<file path="src/rtl/qbert_jump_planner_if.sv">
// Request/command bundle between the game controller, the jump planner and the sprite layer.
// The master side drives requests and sprite status; the slave side is the planner.
interface qbert_jump_planner_if #(
   parameter int NCUBES = 28
);
   logic                             game_on;
   logic                             dir_valid;
   logic [2:0]                       dir;
   logic                             freeze;
   logic                             respawn;
   logic [2:0]                       state_qb;
   logic                             done_move_qb;
   logic                             dir_ready;
   logic [NCUBES-1:0]                position_qb;
   logic [NCUBES-1:0]                e_next_qb;
   logic [2:0]                       e_jump_qb;
   logic                             e_bad_jump;
   logic [NCUBES-1:0]                visited;
   logic [$clog2(NCUBES+1)-1:0]      visited_cnt;
   logic                             win_qb;
   logic                             busy;

   modport master (
      output game_on, dir_valid, dir, freeze, respawn, state_qb, done_move_qb,
      input  dir_ready, position_qb, e_next_qb, e_jump_qb, e_bad_jump,
             visited, visited_cnt, win_qb, busy
   );

   modport slave (
      input  game_on, dir_valid, dir, freeze, respawn, state_qb, done_move_qb,
      output dir_ready, position_qb, e_next_qb, e_jump_qb, e_bad_jump,
             visited, visited_cnt, win_qb, busy
   );
endinterface

</file>
<file path="src/rtl/qbert_jump_planner.sv">
// Q*bert jump planner: turns direction requests into sprite jump commands on the cube
// pyramid, commits landings and tracks which cubes have been visited.
module qbert_jump_planner #(
   parameter int ROWS        = 7,
   parameter int ACK_TIMEOUT = 1023
) (
   input logic                clk,
   input logic                reset,
   qbert_jump_planner_if.slave bus
);
   localparam int NCUBES = ROWS * (ROWS + 1) / 2;
   localparam int CW     = $clog2(NCUBES + 1);
   localparam int TW     = $clog2(ACK_TIMEOUT + 1);
   localparam logic [NCUBES-1:0] ONE = NCUBES'(1);

   typedef enum logic [2:0] {
      S_IDLE,
      S_ISSUE,
      S_WAIT_ACK,
      S_WAIT_DONE,
      S_COMMIT
   } state_t;

   state_t            r_state;
   state_t            w_stateNext;
   logic [NCUBES-1:0] r_position;
   logic [NCUBES-1:0] r_eNext;
   logic [2:0]        r_jump;
   logic              r_badJump;
   logic [NCUBES-1:0] r_visited;
   logic [CW-1:0]     r_visitedCnt;
   logic              r_win;
   logic [TW-1:0]     r_timer;
   logic [NCUBES-1:0] w_target;
   logic              w_dirOk;
   logic              w_ready;
   logic              w_accept;
   logic              w_abort;
   logic              w_newCube;

   // Cube (r,c) lives at bit r(r-1)/2 + c - 1; an out-of-range neighbour yields all zeros.
   function automatic logic [NCUBES-1:0] targetOf(input logic [NCUBES-1:0] pos,
                                                  input logic [2:0] d);
      logic [NCUBES-1:0] t;
      int                idx;
      t = '0;
      for (int r = 1; r <= ROWS; r++) begin
         for (int c = 1; c <= r; c++) begin
            idx = -1;
            case (d)
               3'd1:    if (r < ROWS) idx = r * (r + 1) / 2 + c - 1;
               3'd2:    if (r < ROWS) idx = r * (r + 1) / 2 + c;
               3'd3:    if (c > 1)    idx = (r - 1) * (r - 2) / 2 + c - 2;
               3'd4:    if (c < r)    idx = (r - 1) * (r - 2) / 2 + c - 1;
               default: idx = -1;
            endcase
            if (idx >= 0 && ((pos >> (r * (r - 1) / 2 + c - 1)) & ONE) != '0)
               t = t | (ONE << idx);
         end
      end
      return t;
   endfunction

   assign w_target  = targetOf(r_position, bus.dir);
   assign w_dirOk   = (bus.dir >= 3'd1) && (bus.dir <= 3'd4);
   assign w_ready   = (r_state == S_IDLE) && bus.game_on && !bus.freeze &&
                      (r_position != '0) && (bus.state_qb == 3'd3) && bus.done_move_qb;
   assign w_accept  = w_ready && bus.dir_valid && w_dirOk;
   assign w_abort   = (r_state == S_WAIT_ACK) && bus.done_move_qb &&
                      (r_timer == TW'(ACK_TIMEOUT));
   assign w_newCube = (r_eNext != '0) && ((r_visited & r_eNext) == '0) &&
                      (r_visitedCnt < CW'(NCUBES));

   always_ff @(posedge clk or negedge reset) begin
      if (!reset) r_state <= S_IDLE;
      else        r_state <= w_stateNext;
   end

   always_comb begin
      w_stateNext = r_state;
      case (r_state)
         S_IDLE:      if (w_accept) w_stateNext = S_ISSUE;
         S_ISSUE:     w_stateNext = S_WAIT_ACK;
         S_WAIT_ACK:  if (!bus.done_move_qb) w_stateNext = S_WAIT_DONE;
                      else if (w_abort)       w_stateNext = S_IDLE;
         S_WAIT_DONE: if (bus.done_move_qb)  w_stateNext = S_COMMIT;
         S_COMMIT:    w_stateNext = S_IDLE;
         default:     w_stateNext = S_IDLE;
      endcase
      if (bus.respawn) w_stateNext = S_IDLE;
   end

   // Respawn overrides everything, including a commit landing in the same cycle.
   always_ff @(posedge clk or negedge reset) begin
      if (!reset) begin
         r_position   <= ONE;
         r_eNext      <= ONE;
         r_jump       <= '0;
         r_badJump    <= 1'b0;
         r_visited    <= ONE;
         r_visitedCnt <= CW'(1);
         r_win        <= 1'b0;
         r_timer      <= '0;
      end else begin
         r_win <= r_win || (r_visitedCnt == CW'(NCUBES));
         if (bus.respawn) begin
            r_position <= ONE;
            r_eNext    <= ONE;
            r_jump     <= '0;
            r_badJump  <= 1'b0;
         end else begin
            r_jump <= '0;
            case (r_state)
               S_IDLE: begin
                  if (w_accept) begin
                     r_eNext   <= w_target;
                     r_badJump <= (w_target == '0);
                     r_jump    <= bus.dir;
                  end
               end
               S_ISSUE: r_timer <= '0;
               S_WAIT_ACK: begin
                  if (w_abort) begin
                     r_eNext   <= r_position;
                     r_badJump <= 1'b0;
                  end else if (bus.done_move_qb) begin
                     r_timer <= r_timer + TW'(1);
                  end
               end
               S_COMMIT: begin
                  r_position <= r_eNext;
                  if (w_newCube) begin
                     r_visited    <= r_visited | r_eNext;
                     r_visitedCnt <= r_visitedCnt + CW'(1);
                  end
               end
               default: ;
            endcase
         end
      end
   end

   assign bus.dir_ready   = w_ready;
   assign bus.position_qb = r_position;
   assign bus.e_next_qb   = r_eNext;
   assign bus.e_jump_qb   = r_jump;
   assign bus.e_bad_jump  = r_badJump;
   assign bus.visited     = r_visited;
   assign bus.visited_cnt = r_visitedCnt;
   assign bus.win_qb      = r_win;
   assign bus.busy        = (r_state != S_IDLE);
endmodule

</file>
<file path="src/flat_wrapper.sv">
// flat-port wrapper written by rule: the top's interface ports become plain ports
module qbert_jump_planner_flat 
#(
   parameter int ROWS        = 7,
   parameter int ACK_TIMEOUT = 1023
)
  (clk, reset, bus_game_on, bus_dir_valid, bus_dir, bus_freeze, bus_respawn, bus_state_qb, bus_done_move_qb, bus_dir_ready, bus_position_qb, bus_e_next_qb, bus_e_jump_qb, bus_e_bad_jump, bus_visited, bus_visited_cnt, bus_win_qb, bus_busy);
  qbert_jump_planner_if bus_i ();
  input logic clk;
  input logic reset;
  input wire logic [$bits(bus_i.game_on)-1:0] bus_game_on;
  input wire logic [$bits(bus_i.dir_valid)-1:0] bus_dir_valid;
  input wire logic [$bits(bus_i.dir)-1:0] bus_dir;
  input wire logic [$bits(bus_i.freeze)-1:0] bus_freeze;
  input wire logic [$bits(bus_i.respawn)-1:0] bus_respawn;
  input wire logic [$bits(bus_i.state_qb)-1:0] bus_state_qb;
  input wire logic [$bits(bus_i.done_move_qb)-1:0] bus_done_move_qb;
  output wire logic [$bits(bus_i.dir_ready)-1:0] bus_dir_ready;
  output wire logic [$bits(bus_i.position_qb)-1:0] bus_position_qb;
  output wire logic [$bits(bus_i.e_next_qb)-1:0] bus_e_next_qb;
  output wire logic [$bits(bus_i.e_jump_qb)-1:0] bus_e_jump_qb;
  output wire logic [$bits(bus_i.e_bad_jump)-1:0] bus_e_bad_jump;
  output wire logic [$bits(bus_i.visited)-1:0] bus_visited;
  output wire logic [$bits(bus_i.visited_cnt)-1:0] bus_visited_cnt;
  output wire logic [$bits(bus_i.win_qb)-1:0] bus_win_qb;
  output wire logic [$bits(bus_i.busy)-1:0] bus_busy;
  assign bus_i.game_on = bus_game_on;
  assign bus_i.dir_valid = bus_dir_valid;
  assign bus_i.dir = bus_dir;
  assign bus_i.freeze = bus_freeze;
  assign bus_i.respawn = bus_respawn;
  assign bus_i.state_qb = bus_state_qb;
  assign bus_i.done_move_qb = bus_done_move_qb;
  assign bus_dir_ready = bus_i.dir_ready;
  assign bus_position_qb = bus_i.position_qb;
  assign bus_e_next_qb = bus_i.e_next_qb;
  assign bus_e_jump_qb = bus_i.e_jump_qb;
  assign bus_e_bad_jump = bus_i.e_bad_jump;
  assign bus_visited = bus_i.visited;
  assign bus_visited_cnt = bus_i.visited_cnt;
  assign bus_win_qb = bus_i.win_qb;
  assign bus_busy = bus_i.busy;
  qbert_jump_planner #(.ROWS(ROWS), .ACK_TIMEOUT(ACK_TIMEOUT)) u_core (.clk(clk), .reset(reset), .bus(bus_i));
endmodule
</file>
<file path="config.mk">
export PLATFORM = sky130hd
export DESIGN_NAME = qbert_jump_planner_flat
export DESIGN_NICKNAME = d
export VERILOG_FILES = /design/src/rtl/qbert_jump_planner_if.sv /design/src/rtl/qbert_jump_planner.sv /design/src/flat_wrapper.sv
export SDC_FILE = /design/constraint.sdc
export NUM_CORES = 1
export LEC_CHECK = 0
export ABC_AREA = 1
export CORE_AREA = 10 10 159 131
export CTS_BUF_LIST = sky130_fd_sc_hd__clkbuf_8
export DETAILED_ROUTE_END_ITERATION = 6
export DIE_AREA = 0 0 169 141
export PLACE_DENSITY = 0.6
export SKIP_CTS_REPAIR_TIMING = 1
export SLEW_MARGIN = 30
export SYNTH_ARGS = -nofsm -noshare
export SYNTH_HDL_FRONTEND = slang
export SYNTH_SLANG_ARGS = --single-unit
</file>
<file path="constraint.sdc">
create_clock -name clk -period 4.9 [get_ports clk]
set_clock_uncertainty 0.1 [all_clocks]
set_input_delay 1.47 -clock clk [delete_from_list [all_inputs] [get_ports clk]]
set_output_delay 1.47 -clock clk [all_outputs]
set_load 0.05 [all_outputs]
</file>
* After elaboration in Yosys (flattened, before gate mapping)
Cells that the tools add are included.
** Operators by class
- $add $sub $neg :: 2
- Magnitude comparators :: 31
- Equality and inequality tests :: 17
- Shifts and indexed selects :: 28
- Multiplexer cells :: 78
- Bitwise gates (word level) :: 30
- Reduce and logical (&&, ||, !) cells :: 55
** Operator list (number)
- one-hot mux 32 bit (4 select lines) :: 10
- one-hot mux 32 bit (3 select lines) :: 10
- two-way mux 28 bit :: 33
- greater-or-equal comparator 32 x 1 -> 1 bit, second input constant :: 28
- left shift 1 x 32 -> 28 bit, first input constant :: 28
- bitwise OR 28 bit :: 28
- one-hot mux 32 bit (2 select lines) :: 6
- two-way mux 32 bit :: 2
- zero test 28 bit :: 2
- one-hot mux 28 bit (2 select lines) :: 1
- nonzero test 28 bit :: 2
- logical AND 1 bit :: 40
- bitwise AND 28 bit :: 1
- two-way mux 3 bit :: 8
- two-way mux 10 bit :: 2
- one-hot mux 10 bit (2 select lines) :: 1
- equality test 3 x 2 -> 1 bit, second input constant :: 5
- one-hot mux 3 bit (4 select lines) :: 1
- adder 10 x 1 -> 10 bit, second input constant :: 1
- equality test 10 bit, second input constant :: 1
- AND reduction 3 bit :: 3
- equality test 3 x 1 -> 1 bit, second input constant :: 2
- equality test 3 bit, second input constant :: 2
- != test 3 x 2 -> 1 bit, second input constant :: 2
- other kinds (17) :: 22
** Word-level totals
- Bits in registers :: 107
- Bits of input ports :: 13
- Output and inout bits :: 96
- Word-level logic and storage cells :: 250

* Logic depth before layout (Yosys ltp)
Gate-level depths: netlist of run 1.
- Word-level depth :: 63
- Gate-level depth with buffers :: 13
- Mapped depth without buffers :: 12

* Worst setup path after synthesis of run 1
OpenSTA, ideal clock, no wires.
- Kind :: input to output
- Start :: input bus_done_move_qb
- End :: output bus_dir_ready
- Data arrival time :: 2340 ps
- Data required time :: 3330 ps
- Path slack :: 990 ps
- Stages :: 4
- Path through :: inv_2 -> or2_1 -> nor3_1 -> and2_1
** Between the ends
- Cells in the longest elaborated chain, start to end :: 1
** RTL lines
- from (decl) :: line flat_wrapper.sv:17 : input wire logic [$bits(bus_i.done_move_qb)-1:0] bus_done_move_qb;
- logical AND 1 bit :: line qbert_jump_planner.sv:67 : (r_position != '0) && (bus.state_qb == 3'd3) && bus.done_move_qb;
- to (decl) :: line flat_wrapper.sv:18 : output wire logic [$bits(bus_i.dir_ready)-1:0] bus_dir_ready;
Every way passes these cells.

* Worst setup path in the final report of run 1
Same ends and word-level chain as after synthesis.

==> results.cfg, run 1 <==
[run_status]
status = finished, final reports clean

[logic_synthesis]
ys_types = 40
synth-seq-cells = 107
ys_seq_area_share_pct = 44.2
synth_nets = 810
syn_inst = 794
yosysWarnings = 0
avgSynthCellArea_um2 = 7.64
synth_area_um2 = 6070

[clocking]
h-tree-depth = 3
clockRootBuffer = clkbuf_8
clk_latency_ns = 0.40
cts.clk_slew.worst_paths_ns = 0.10
cts_sinks = 107
clockBufferDepth = 2
cts_tree = built
numCtsBuffers = 9

[place]
hpwlAfterDp_mm = 15.5
place_congestion = 0.931
place_ws_ns = 0.223
port_buffers = 108

[floorplan]
rows = 44
start_util_pct = 34.1
dieArea_um2 = 23800
core_area_um2 = 17800
die_height_um = 141
die_x_um = 169
io_pins = 109

[layout]
seq_area_um2 = 2680
area_delta_synth_final_pct = 23.8
finalNetCount = 903
multiInputGateArea_um2 = 2890
num_antenna_cells = 0
drive_gt1_share_pct = 8.86
final_common_cell = nand2_1
utilization_pct = 42.2
final_cell_mix = 190 x nand2_1, 106 x clkdlybuf4s50_1, 103 x dfrtp_1
n_fill_cell = 1828

[route]
avgViaCountPerCell = 5.13
drt_iter0_drc = 542
ant_nets = 0
route.detailed.drc = 0
wl_per_cell_um = 18.3
firstDrtPassIters = 5
routed_wl_mm = 20.5
vias = 5753

[setup_path]
worst_path_max_delay_cell = clkdlybuf4s50_1
crit_path_max_fanout = 6
slowest_delay_ns = 0.47
crit_arrival_ns = 3.18
critPathLaunchType = input port
critPathKind = input port to output pin
worstPathCellList = clkdlybuf4s50_1, inv_2, or2_1, nor3_1, and2_1, buf_12
cp.required_ns = 3.33
critical-path-top-delay-family = simple AND/OR/NAND/NOR gates
cp-end-kind = output pin
path_buf_inv = 3

[sta]
holdWs_ns = 0.388
worst_pin_slew_ns = 0.870
max_freq_mhz = 211
maxSlewHeadroom_pct = 41.8
setup_viol = 0
setup_ws_ns = 0.154
slew_violations = 0
hold_violations = 0
rsz0062_at_grt = false
period_needed_ns = 4.75
min_period_over_period_pct = 96.9
setup_tns_ns = 0

[global_routing]
grt_pass1_vias = 5387
track_usage_pct = 17.0
grt_pass1_wl_mm = 32.1
grt_max_degree = 63
grt_antenna_before_repair = 0
overflow = 0

[pwr]
power_density_nw_per_um2 = 415
p_leak_uw = 0.00349
vdd_ir_drop_max_mv = 0.242
total_power_uw = 3120

[run]
drv_cap = 0

[min_path]
hp-class = flop to flop
routing by layer:
layer	GRT usage [%]	routed length, um	part of all wire (%)	vias to the layer above
li1	-	-	-	2804
met1	25.0	9990	49	2731
met2	23.6	8650	42	205
met5	0	0	0	-
met3	5.14	1700	8.3	13
met4	3.63	195	0.95	0
sequential cells by signal (all words and copies together) (netlist names):
name	cells
u_core.bus.e_bad_jump	1
u_core.bus.e_jump_qb	3
u_core.bus.e_next_qb	28
u_core.bus.position_qb	28
u_core.bus.visited	28
u_core.bus.visited_cnt	5
u_core.bus.win_qb	1
u_core.r_state	3
u_core.r_timer	10
logic make-up (layout without fill, tap and decap cells):
kind of cell,count (synthesis),after routing,synth area share (%)
and+or+nand+nor,421,421,31.3
AOI/OAI and AO/OA,138,138,14.9
buffers and inverters,120,218,8.29
DFF,107,107,44.2
xor gates and xnor gates,5,5,0.722
adders and majority gates,3,3,0.619
synthesized netlist by cell type:
master    number  area (um2)
or2_1          1        6.26
o21ai_2       18         158
a31oi_1        1        6.26
nor3_2         1        10.0
a22oi_1        1        7.51
buf_1          3        11.3
nand3_1       71         355
a21oi_1       15        75.1
nor2_1        89         334
nor2_4         2        22.5
dfstp_2        4         105
o21bai_1      22         165
nand2_2       13        81.3
a31o_2         1        8.76
ha_1           3        37.5
o22ai_1       14        87.6
o211ai_1      18         135
nand3_4        1        17.5
xor2_1         3        26.3
nor4_1         1        6.26
o21ai_0       45         225
buf_4          3        22.5
buf_6          4        45.0
and2_1         1        6.26
nor3_1        10        50.1
a21boi_4       1        18.8
clkinv_1       1        3.75
o31ai_1        2        15.0
nor2_2         3        18.8
inv_2          3        11.3
nand3_2        3        30.0
inv_1         80         300
dfrtp_1      103        2580
nand2_4        3        33.8
xnor2_1        2        17.5
nand4_1       31         194
nor2_8         1        20.0
clkbuf_1      17        63.8
nand2_1      190         713
buf_2          9        45.0
worst paths after layout:
kind	startpoint	to	slack, ns	cells past startpoint
setup / recovery	bus_done_move_qb	bus_dir_ready	0.15	6
hold / removal	u_core.bus.win_qb	u_core.bus.win_qb	0.39	1
setup reg to reg	u_core.r_state[2]	u_core.bus.e_bad_jump	2.26	8
hold reg to reg	u_core.bus.win_qb	u_core.bus.win_qb	0.39	1
max in group asynchronous	reset	u_core.bus.e_next_qb[0]	2.94	2
min in group asynchronous	reset	u_core.bus.e_jump_qb[1]	0.96	1
layout make-up:
cell class,count,share of cell area (%)
clock buffer,9,1.65
clock inverter,7,0.516
inverter,84,4.20
multi-input combinational,567,38.4
sequential,107,35.7
tap,230,3.83
timing repair buffer,118,15.7
report_power, final:
part,total (uW),switching (uW),internal (uW)
combinational,1490,1080,405
sequential,1120,125,997
clock,507,327,180
total,3120,1530,1580
metrics by stage:
| step | area [um2] | std cells |
|---|---|---|
| global placement | 7340 | 1106 |
| CTS | 7510 | 1122 |
| global route | 7510 | 1122 |
| floorplan | 6070 | 794 |
| detailed placement | 7340 | 1106 |
| finish | 7510 | 1122 |
No activity file was read; power rests on OpenSTA's default activity.
==> run 2, diff against run 1 <==
--- a/config.mk
+++ b/config.mk
@@ -11,8 +11,9 @@
 export DETAILED_ROUTE_END_ITERATION = 6
 export DIE_AREA = 0 0 169 141
 export PLACE_DENSITY = 0.6
+export SETUP_SLACK_MARGIN = 0.1
 export SKIP_CTS_REPAIR_TIMING = 1
-export SLEW_MARGIN = 30
+export SKIP_LAST_GASP = 1
 export SYNTH_ARGS = -nofsm -noshare
 export SYNTH_HDL_FRONTEND = slang
 export SYNTH_SLANG_ARGS = --single-unit
==> run 2 against run 1 <==
Compared with the run above:
- setup slack worse by 0.0029 ns
- sequential power barely moved
- utilization hardly changed
- critical endpoint unchanged
- largest cell class unchanged
- highest routed layer unchanged
==> results.cfg, run 2 (same netlist as run 1, synthesis figures left out) <==
[clocking]
cts_sinks = 107
numCtsBuffers = 9
clockRootBuffer = clkbuf_8
cts_tree = built
h-tree-depth = 3
clk_latency_ns = 0.40
cts.clk_slew.worst_paths_ns = 0.10
clockBufferDepth = 2

[sta]
slew_violations = 0
period_needed_ns = 4.75
setup_tns_ns = 0
worst_pin_slew_ns = 1.02
hold_violations = 0
rsz0062_at_grt = false
setup_viol = 0
maxSlewHeadroom_pct = 31.7
max_freq_mhz = 211
min_period_over_period_pct = 96.9

[place]
hpwlAfterDp_mm = 15.5
dp_cells = 1106
place_congestion = 0.931
port_buffers = 108

[run]
drv_cap = 0

[route]
ant_nets = 0
route.detailed.drc = 0
drt_iter0_drc = 534
avgViaCountPerCell = 5.13
routed_wl_mm = 20.5
vias = 5761
firstDrtPassIters = 5
wl_per_cell_um = 18.3

[min_path]
hp-class = flop to flop
worstHoldStart = u_core.bus.win_qb

[floorplan]
start_util_pct = 34.1
dieArea_um2 = 23800
io_pins = 109
rows = 44
core_area_um2 = 17800
die_height_um = 141
die_x_um = 169

[pwr]
p_leak_uw = 0.00349
vdd_ir_drop_max_mv = 0.242
power_density_nw_per_um2 = 415

[setup_path]
worstPathCellList = clkdlybuf4s50_1, inv_2, or2_1, nor3_1, and2_1, buf_12
critPathKind = input port to output pin
crit_start = bus_done_move_qb
crit_path_max_fanout = 6
worstReg2RegStart = u_core.bus.e_next_qb[15]
cp.required_ns = 3.33
critPathLaunchType = input port
slowest_delay_ns = 0.47
cp-end-kind = output pin
worst_path_max_delay_cell = clkdlybuf4s50_1
crit_arrival_ns = 3.18

[layout]
final_common_cell = nand2_1
area_delta_synth_final_pct = 23.7
num_antenna_cells = 0
drive_gt1_share_pct = 8.74
finalNetCount = 903
layout.cells.non_filler = 1122
final_cell_mix = 190 x nand2_1, 106 x clkdlybuf4s50_1, 103 x dfrtp_1

[global_routing]
grt_max_degree = 63
track_usage_pct = 17.0
overflow = 0
grt_pass1_vias = 5387
grt_antenna_before_repair = 0
grt_pass1_wl_mm = 32.1

[run_status]
status = finished, final reports clean
-- run 2: changes by cell type in the layout (fill, tap and decap cells not counted) --
cell / previous run / this run
nand3_1: 70 / 71
nand3_2: 4 / 3
-- run 2: power by group --
group	internal, uW	leakage, uW	switching (uW)
logic	404	0.00196	1080
clock network	180	0.0000908	327
registers	997	0.00143	125
total	1580	0.00349	1530
-- run 2: path summary, 6_finish.rpt --
path                                           endpoint  slack (ns)  cells after the start
worst max-delay path                      bus_dir_ready        0.15                      6
worst min-delay path                  u_core.bus.win_qb        0.39                      1
worst max register to register   u_core.bus.visited[15]        2.16                      7
worst min register to register        u_core.bus.win_qb        0.39                      1
max in group asynchronous       u_core.bus.e_next_qb[0]        2.94                      2
min in group asynchronous       u_core.bus.e_jump_qb[1]        0.96                      1
-- run 2: stage by stage --
step	setup WS [ns]	utilization (%)	power, uW	hold WS, ns	area, um2
after floorplan	0.990	-	2150	0.393	6070
after global placement	0.225	41.3	2610	0.367	7340
after detailed placement	0.223	41.3	2620	0.364	7340
after CTS	0.223	42.2	3120	0.388	7510
after global routing	0.127	42.2	3300	0.414	7510
final	0.151	42.2	3110	0.388	7510
-- run 2: critical path: cells and delay by family --
kind	cells	cell delay, ns
AND/OR/NAND/NOR	3	0.99
buffers and inverters	3	0.72
-- run 2: layout make-up --
cell class / instances / area (um2)
clock inverter: 7 / 38.8
fill: 1828 / 10300
timing repair buffer: 118 / 1180
inverter: 84 / 315
sequential: 107 / 2680
clock buffer: 9 / 124
tap: 230 / 288
multi-input combinational: 567 / 2880
-- run 2: metal layers --
metal  GRT usage [%]  share of wire, %
met1            25.0                48
met2            23.6                42
met3            5.14               8.7
met4            3.63               1.2
met5               0                 0
